--- src/rtl/fetch_queue.sv ---
// Purpose : in-order {pc, instr} decoupling FIFO between fetch and decode; flush drops all queued work.
// Latency : 1 cycle from an accepted push to out_valid; the head is read combinationally.
// Backpr. : in_ready = (count != DEPTH) from registered state only; pushes while full and pops while empty are no-ops.
//
// Ports:
//   clk                   system clock, all state updates on the rising edge
//   reset                 asynchronous active-low reset, clears pointers and count
//   in_valid/in_ready     fetch-side handshake; in_pc/in_instr are captured on a push
//   flush                 redirect: empties the queue and suppresses same-cycle push/pop
//   out_valid/out_ready   decode-side handshake; out_pc/out_instr show the head (zero when empty)
//   count                 occupied entries, 0..DEPTH
module fetch_queue #(
    parameter int DEPTH = 4,
    parameter int AW    = 2
) (
    input  logic          clk,
    input  logic          reset,
    input  logic          in_valid,
    output logic          in_ready,
    input  logic [31:0]   in_pc,
    input  logic [31:0]   in_instr,
    input  logic          flush,
    output logic          out_valid,
    input  logic          out_ready,
    output logic [31:0]   out_pc,
    output logic [31:0]   out_instr,
    output logic [AW:0]   count
);

    localparam logic [AW:0] FULL_CNT = (AW+1)'(DEPTH);

    logic [63:0]   mem_q [DEPTH];
    logic [AW-1:0] rd_ptr_q, rd_ptr_d;
    logic [AW-1:0] wr_ptr_q, wr_ptr_d;
    logic [AW:0]   count_q,  count_d;
    logic          push;
    logic          pop;
    logic [63:0]   head_dat;

    // Handshake status depends only on the registered count, so there is
    // no combinational path from out_ready to in_ready.
    assign in_ready  = (count_q != FULL_CNT);
    assign out_valid = (count_q != '0);
    assign count     = count_q;

    // Flush outranks both handshakes.
    assign push = in_valid  & in_ready  & ~flush;
    assign pop  = out_valid & out_ready & ~flush;

    // Empty queue presents zeros so decode sees a nop rather than stale data.
    assign head_dat  = out_valid ? mem_q[rd_ptr_q] : 64'h0;
    assign out_pc    = head_dat[63:32];
    assign out_instr = head_dat[31:0];

    always_comb begin
        rd_ptr_d = rd_ptr_q;
        wr_ptr_d = wr_ptr_q;
        count_d  = count_q;
        if (flush) begin
            rd_ptr_d = '0;
            wr_ptr_d = '0;
            count_d  = '0;
        end else begin
            // Pointers are AW bits wide, so DEPTH-1 -> 0 wrap is natural overflow.
            if (push) begin
                wr_ptr_d = wr_ptr_q + AW'(1);
            end
            if (pop) begin
                rd_ptr_d = rd_ptr_q + AW'(1);
            end
            unique case ({push, pop})
                2'b10:   count_d = count_q + (AW+1)'(1);
                2'b01:   count_d = count_q - (AW+1)'(1);
                default: count_d = count_q;
            endcase
        end
    end

    always_ff @(posedge clk or negedge reset) begin
        if (!reset) begin
            rd_ptr_q <= '0;
            wr_ptr_q <= '0;
            count_q  <= '0;
        end else begin
            rd_ptr_q <= rd_ptr_d;
            wr_ptr_q <= wr_ptr_d;
            count_q  <= count_d;
        end
    end

    // Storage is not reset; occupancy is tracked entirely by count_q.
    always_ff @(posedge clk) begin
        if (push) begin
            mem_q[wr_ptr_q] <= {in_pc, in_instr};
        end
    end

endmodule

--- config.mk ---
export PLATFORM = sky130hd
export DESIGN_NAME = fetch_queue
export DESIGN_NICKNAME = d
export VERILOG_FILES = /design/src/rtl/fetch_queue.sv
export SDC_FILE = /design/constraint.sdc
export NUM_CORES = 1
export LEC_CHECK = 0
export CAP_MARGIN = 5
export CORE_ASPECT_RATIO = 0.9
export CORE_MARGIN = 3
export CORE_UTILIZATION = 40
export DETAILED_ROUTE_END_ITERATION = 6
export GPL_ROUTABILITY_DRIVEN = 1
export PLACE_DENSITY_LB_ADDON = 0.25
export SKIP_CTS_REPAIR_TIMING = 1
export SLEW_MARGIN = 20
export SYNTH_ARGS = -nofsm -noshare
export SYNTH_HDL_FRONTEND = slang
export SYNTH_SLANG_ARGS = --single-unit
--- constraint.sdc ---
create_clock -name clk -period 4.78 [get_ports clk]
set_clock_uncertainty 0.1 [all_clocks]
set_input_delay 0.956 -clock clk [delete_from_list [all_inputs] [get_ports clk]]
set_output_delay 0.956 -clock clk [all_outputs]
set_load 0.01 [all_outputs]
==> impl_metrics.py, run 1 <==
metrics = {
    "run_status": {
        "status": "complete, no violations",
    },
    "final_layout": {
        "fillers": 2000,
        "synthToLayoutAreaGrowth_pct": 26.4,
        "fin_nets": 689,
        "layout-drive-gt1-share": 0.193,
        "antenna_cells": 0,
    },
    "floorplanning": {
        "initial_core_util": 0.415,
        "ioPinCount": 138,
        "die_area_sq_um": 27600,
        "die_x_um": 175,
        "fp.dieH_um": 158,
        "core_area_sq_um": 24700,
        "core.rowCount": 54,
    },
    "setup_path": {
        "arrival_ps": 3000,
        "critPathKind": "flop to output port",
        "reg2reg_slack_ps": 2300,
        "end_kind": "output port",
        "crit_required_ps": 3720,
        "worstSetupStartpointType": "flop",
        "crit_fanout": 38,
    },
    "route": {
        "vias_per_cell": 5.05,
        "via_count": 4909,
        "drt-initial-drc-count": 300,
        "wl_um": 20000,
        "drc_errors": 0,
        "first_pass_iters": 6,
        "wire_per_inst_um": 20.6,
        "ant_nets": 0,
    },
    "clocking": {
        "cts_tree": "yes",
        "clock-sinks": 263,
        "insertion_delay_ps": 520,
        "htreeDepth": 1,
        "cts-root-buf": "clkbuf_16",
        "cts_max_path_buffers": 3,
        "cts_buffers": 28,
        "clkSlewWorstSetupHoldPaths_ps": 60,
    },
    "sta": {
        "fin_setup_tns_ps": 0,
        "setup_violations": 0,
        "maxSlewHeadroom": 0.313,
        "worst_pin_slew_ps": 1030,
        "max_freq_mhz": 247,
        "rsz0062_at_grt": "no",
        "slew_violations": 0,
        "holdWs_ps": 514,
        "finalHoldViolations": 0,
        "setup_ws_ps": 726,
        "fin_crit_ps": 4050,
        "fin_crit_sh": 0.848,
    },
    "logic_synthesis": {
        "synth_seq_area_share": 0.767,
        "ys_ff_latch": 263,
        "avgSynthCellArea_sq_um": 21.7,
        "synth_area_sq_um": 10300,
        "synth.net_count": 546,
        "synth-async-reset-ratio": 0.0266,
        "syn-instance-count": 472,
        "synth_edf_count": 256,
        "synth_flop_cell": "edfxtp_1",
        "yosysWarningCount": 0,
        "yosysUniqueCellTypes": 36,
    },
    "placed_design": {
        "dpl_worst_slack_ps": 1140,
        "io_buffers": 137,
        "gp_congestion": 0.772,
        "dpl.hpwl_um": 11400,
    },
    "global_routing": {
        "groute.usage.overall": 0.147,
        "antenna_found_initial": 1,
        "overflow": 0,
        "grt_pass1_wl_um": 31400,
        "grt_max_degree": 67,
        "first_global_vias": 5455,
    },
    "min_path": {
        "hold_path.class": "flop to flop",
    },
    "power_and_ir_drop": {
        "peakVddDrop_uv": 388,
        "power_mw": 6.78,
        "p_leak_nw": 4.12,
        "p_per_area_nw_per_um2": 523,
    },
    "job": {
        "drv_cap": 0,
    },
}
critical path, stage by stage (launching register included):
cell,delay (ps)
dfrtp_4,950
buf_4,340
mux4_2,520
and2_1,170
clkdlybuf4s50_1,470
Yosys cell counts, types with 2 or more instances:
master	count	area share
nor2_1	6	0.0022
nand3_1	2	0.00098
mux2i_1	2	0.0020
inv_1	5	0.0018
nand2_1	2	0.00073
a21oi_1	3	0.0015
buf_2	11	0.0054
o21ai_0	2	0.00098
clkbuf_1	8	0.0029
and2_1	68	0.041
buf_6	6	0.0066
mux4_2	64	0.14
edfxtp_1	256	0.75
xor2_1	3	0.0026
ha_1	4	0.0049
buf_4	2	0.0015
dfrtp_1	7	0.017
nand2b_1	3	0.0018
placed cells by master, fill, tap and decap left out, types with 3 or more instances in the layout:
| cell type | n |
|---|---|
| a21oi_1 | 3 |
| and2_1 | 64 |
| and2_4 | 4 |
| bufinv_16 | 7 |
| clkbuf_16 | 29 |
| clkdlybuf4s50_1 | 137 |
| clkinv_1 | 3 |
| clkinv_2 | 8 |
| dfrtp_1 | 5 |
| edfxtp_1 | 256 |
| ha_1 | 4 |
| inv_1 | 5 |
| mux4_2 | 64 |
| nand2b_1 | 3 |
| nor2_1 | 6 |
| xor2_1 | 3 |
cell families after synthesis:
| kind of cell | count (synthesis) | share of synthesized area |
|---|---|---|
| DFF | 263 | 0.767 |
| and+or+nand+nor | 88 | 0.0523 |
| muxes | 66 | 0.143 |
| buffers and inverters | 32 | 0.0182 |
| AOI/OAI and AO/OA | 15 | 0.0109 |
| adders and majority gates | 5 | 0.00683 |
| xor gates and xnor gates | 3 | 0.00256 |
area by class of cell:
cell class                      instances  area, sq um  area share
Clock buffer                           30          729      0.0563
Clock inverter                         22          303      0.0234
Inverter                                5         18.8     0.00145
Multi-Input combinational cell        177         2220       0.171
Sequential cell                       263         7870       0.607
Tap cell                              336          420      0.0324
Timing Repair Buffer                  140         1410       0.108
power by group:
part / total (mW) / switching, mW / internal [mW] / leakage [nW]
logic: 1.65 / 0.684 / 0.967 / 1.20
clock network: 2.34 / 0.851 / 1.49 / 0.509
registers: 2.79 / 0.151 / 2.64 / 2.41
total: 6.78 / 1.69 / 5.10 / 4.12
worst paths after layout:
check / cells past startpoint / endpoint / startpoint
worst min register to register: 2 / wr_ptr_q[0] / wr_ptr_q[0]
max in group asynchronous: 1 / rd_ptr_q[0] / reset
worst max-delay path: 4 / out_pc[23] / rd_ptr_q[0]
worst min-delay path: 2 / wr_ptr_q[0] / wr_ptr_q[0]
worst max register to register: 3 / mem_q[0][31] / count[0]
min in group asynchronous: 1 / count[0] / reset
through the flow:
stage / std cells / area [sq um] / util
detailed placement: 921 / 11900 / 0.482
finish: 973 / 13000 / 0.524
CTS: 973 / 13000 / 0.524
floorplan: 472 / 10300 / -
global route: 973 / 13000 / 0.524
global placement: 921 / 11900 / 0.482
per-layer routing:
| layer | part of all wire | global-route usage |
|---|---|---|
| met1 | 0.44 | 0.206 |
| met2 | 0.48 | 0.241 |
| met3 | 0.065 | 0.0329 |
| met4 | 0.013 | 0.0346 |
| met5 | 0.00065 | 0 |
flip-flops by register name, indices dropped and copies added (netlist names):
register and cells:
mem_q 256, wr_ptr_q 2, count 3, rd_ptr_q 2
No activity file was read; power rests on OpenSTA's default activity.
==> inputs of run 2 (changes only) <==
==> constraint.sdc (replaced) <==
create_clock -name clk -period 4.1 [get_ports clk]
set_clock_uncertainty 0.1 [all_clocks]
set_input_delay 0.82 -clock clk [delete_from_list [all_inputs] [get_ports clk]]
set_output_delay 0.82 -clock clk [all_outputs]
set_load 0.01 [all_outputs]
==> impl_metrics.py, run 2 (synthesis gave the netlist of run 1 again) <==
metrics = {
    "global_routing": {
        "groute.usage.overall": 0.150,
        "grt_max_degree": 67,
        "first_global_vias": 5625,
        "grt_pass1_wl_um": 32400,
        "overflow": 0,
        "antenna_found_initial": 1,
    },
    "clocking": {
        "cts_tree": "yes",
        "htreeDepth": 1,
        "insertion_delay_ps": 520,
        "cts-root-buf": "clkbuf_16",
        "clock-sinks": 263,
        "cts_buffers": 28,
        "clkSlewWorstSetupHoldPaths_ps": 60,
        "cts_max_path_buffers": 3,
    },
    "power_and_ir_drop": {
        "p_leak_nw": 4.13,
        "p_per_area_nw_per_um2": 586,
        "peakVddDrop_uv": 659,
    },
    "setup_path": {
        "worstSetupStartpointType": "flop",
        "rr_worst_depth": 4,
        "critPathKind": "flop to output port",
        "crit_required_ps": 3180,
        "crit_path_top_delay_cell": "or3_4",
        "worstPathCellList": "or3_4 > and2_1 > clkdlybuf4s50_1",
        "crit_fanout": 66,
        "end_kind": "output port",
        "critPathMaxStageDelay_ps": 680,
        "arrival_ps": 2760,
    },
    "sta": {
        "fin_setup_tns_ps": 0,
        "setup_violations": 0,
        "maxSlewHeadroom": 0.495,
        "rsz0062_at_grt": "no",
        "worst_pin_slew_ps": 758,
        "fin_crit_sh": 0.897,
        "max_freq_mhz": 272,
        "fin_crit_ps": 3680,
        "slew_violations": 0,
        "finalHoldViolations": 0,
    },
    "placed_design": {
        "gp_congestion": 0.705,
        "dpl.hpwl_um": 12100,
        "io_buffers": 137,
        "place_area_sq_um": 12100,
    },
    "run_status": {
        "status": "complete, no violations",
    },
    "final_layout": {
        "final_cell_mix": "edfxtp_1, clkdlybuf4s50_1, mux4_2, and2_1, clkbuf_16",
        "largest_reg_flops": 256,
        "layout-drive-gt1-share": 0.196,
        "regMostFlops": "mem_q",
        "stdcell_area_sq_um": 13000,
        "fillers": 1990,
        "fin_nets": 701,
        "synthToLayoutAreaGrowth_pct": 26.5,
        "final_common_cell": "edfxtp_1",
        "antenna_cells": 0,
    },
    "route": {
        "first_pass_iters": 5,
        "drt-initial-drc-count": 393,
        "wl_um": 20500,
        "vias_per_cell": 5.09,
        "wire_per_inst_um": 20.8,
        "ant_nets": 0,
        "via_count": 5016,
        "drc_errors": 0,
    },
    "floorplanning": {
        "initial_core_util": 0.415,
        "core_area_sq_um": 24700,
        "ioPinCount": 138,
        "fp.dieH_um": 158,
        "die_x_um": 175,
        "die_area_sq_um": 27600,
        "core.rowCount": 54,
    },
    "job": {
        "drv_cap": 0,
    },
    "min_path": {
        "hold_path.class": "primary input to asynchronous set/reset pin",
    },
}
==> run 2: layout make-up <==
type	count	area, sq um	share of cell area
Multi-Input combinational cell	177	2220	0.171
Inverter	5	18.8	0.00145
Sequential cell	263	7870	0.607
Clock buffer	36	792	0.0611
Timing Repair Buffer	152	1550	0.119
Clock inverter	16	106	0.00820
Tap cell	336	420	0.0324
==> run 2: stage by stage <==
| step | cells | setup WS [ps] | hold WS, ps | utilization | total power, mW |
|---|---|---|---|---|---|
| after floorplan | 472 | 714 | 424 | - | 4.34 |
| after global placement | 933 | 909 | 478 | 0.488 | 5.27 |
| after detailed placement | 933 | 849 | 498 | 0.488 | 5.29 |
| after CTS | 985 | 338 | 462 | 0.524 | 7.71 |
| after global routing | 985 | 230 | 468 | 0.524 | 7.96 |
| final | 985 | 423 | 472 | 0.524 | 7.60 |
==> run 2: worst max-delay path: cells and delay by family, from the launching register on <==
kind,cells,cell delay (ps)
buffers and inverters,1,560
flip-flops,1,630
AND/OR/NAND/NOR,2,950
==> run 2: final timing paths <==
| path | startpoint | end | slack, ps |
|---|---|---|---|
| max | count[0] | out_instr[0] | 420 |
| min | reset | count[0] | 470 |
| max reg2reg | count[0] | mem_q[3][63] | 1740 |
| min reg2reg | wr_ptr_q[0] | wr_ptr_q[0] | 510 |
| max in group asynchronous | reset | rd_ptr_q[1] | 3130 |
| min in group clk | wr_ptr_q[0] | wr_ptr_q[0] | 510 |
==> run 2: power breakdown <==
group / switching (mW) / internal, mW
Combinational: 0.897 / 1.13
Clock: 0.982 / 1.42
Sequential: 0.0845 / 3.08
Total: 1.96 / 5.63
==> run 2: per-layer routing <==
layer	global-route usage	vias to the layer above	share of wire	wire [um]
met5	0	-	0	0
met4	0.0410	0	0.023	473
met3	0.0305	32	0.058	1190
met2	0.241	153	0.47	9690
met1	0.213	2610	0.45	9150
li1	-	2221	-	-
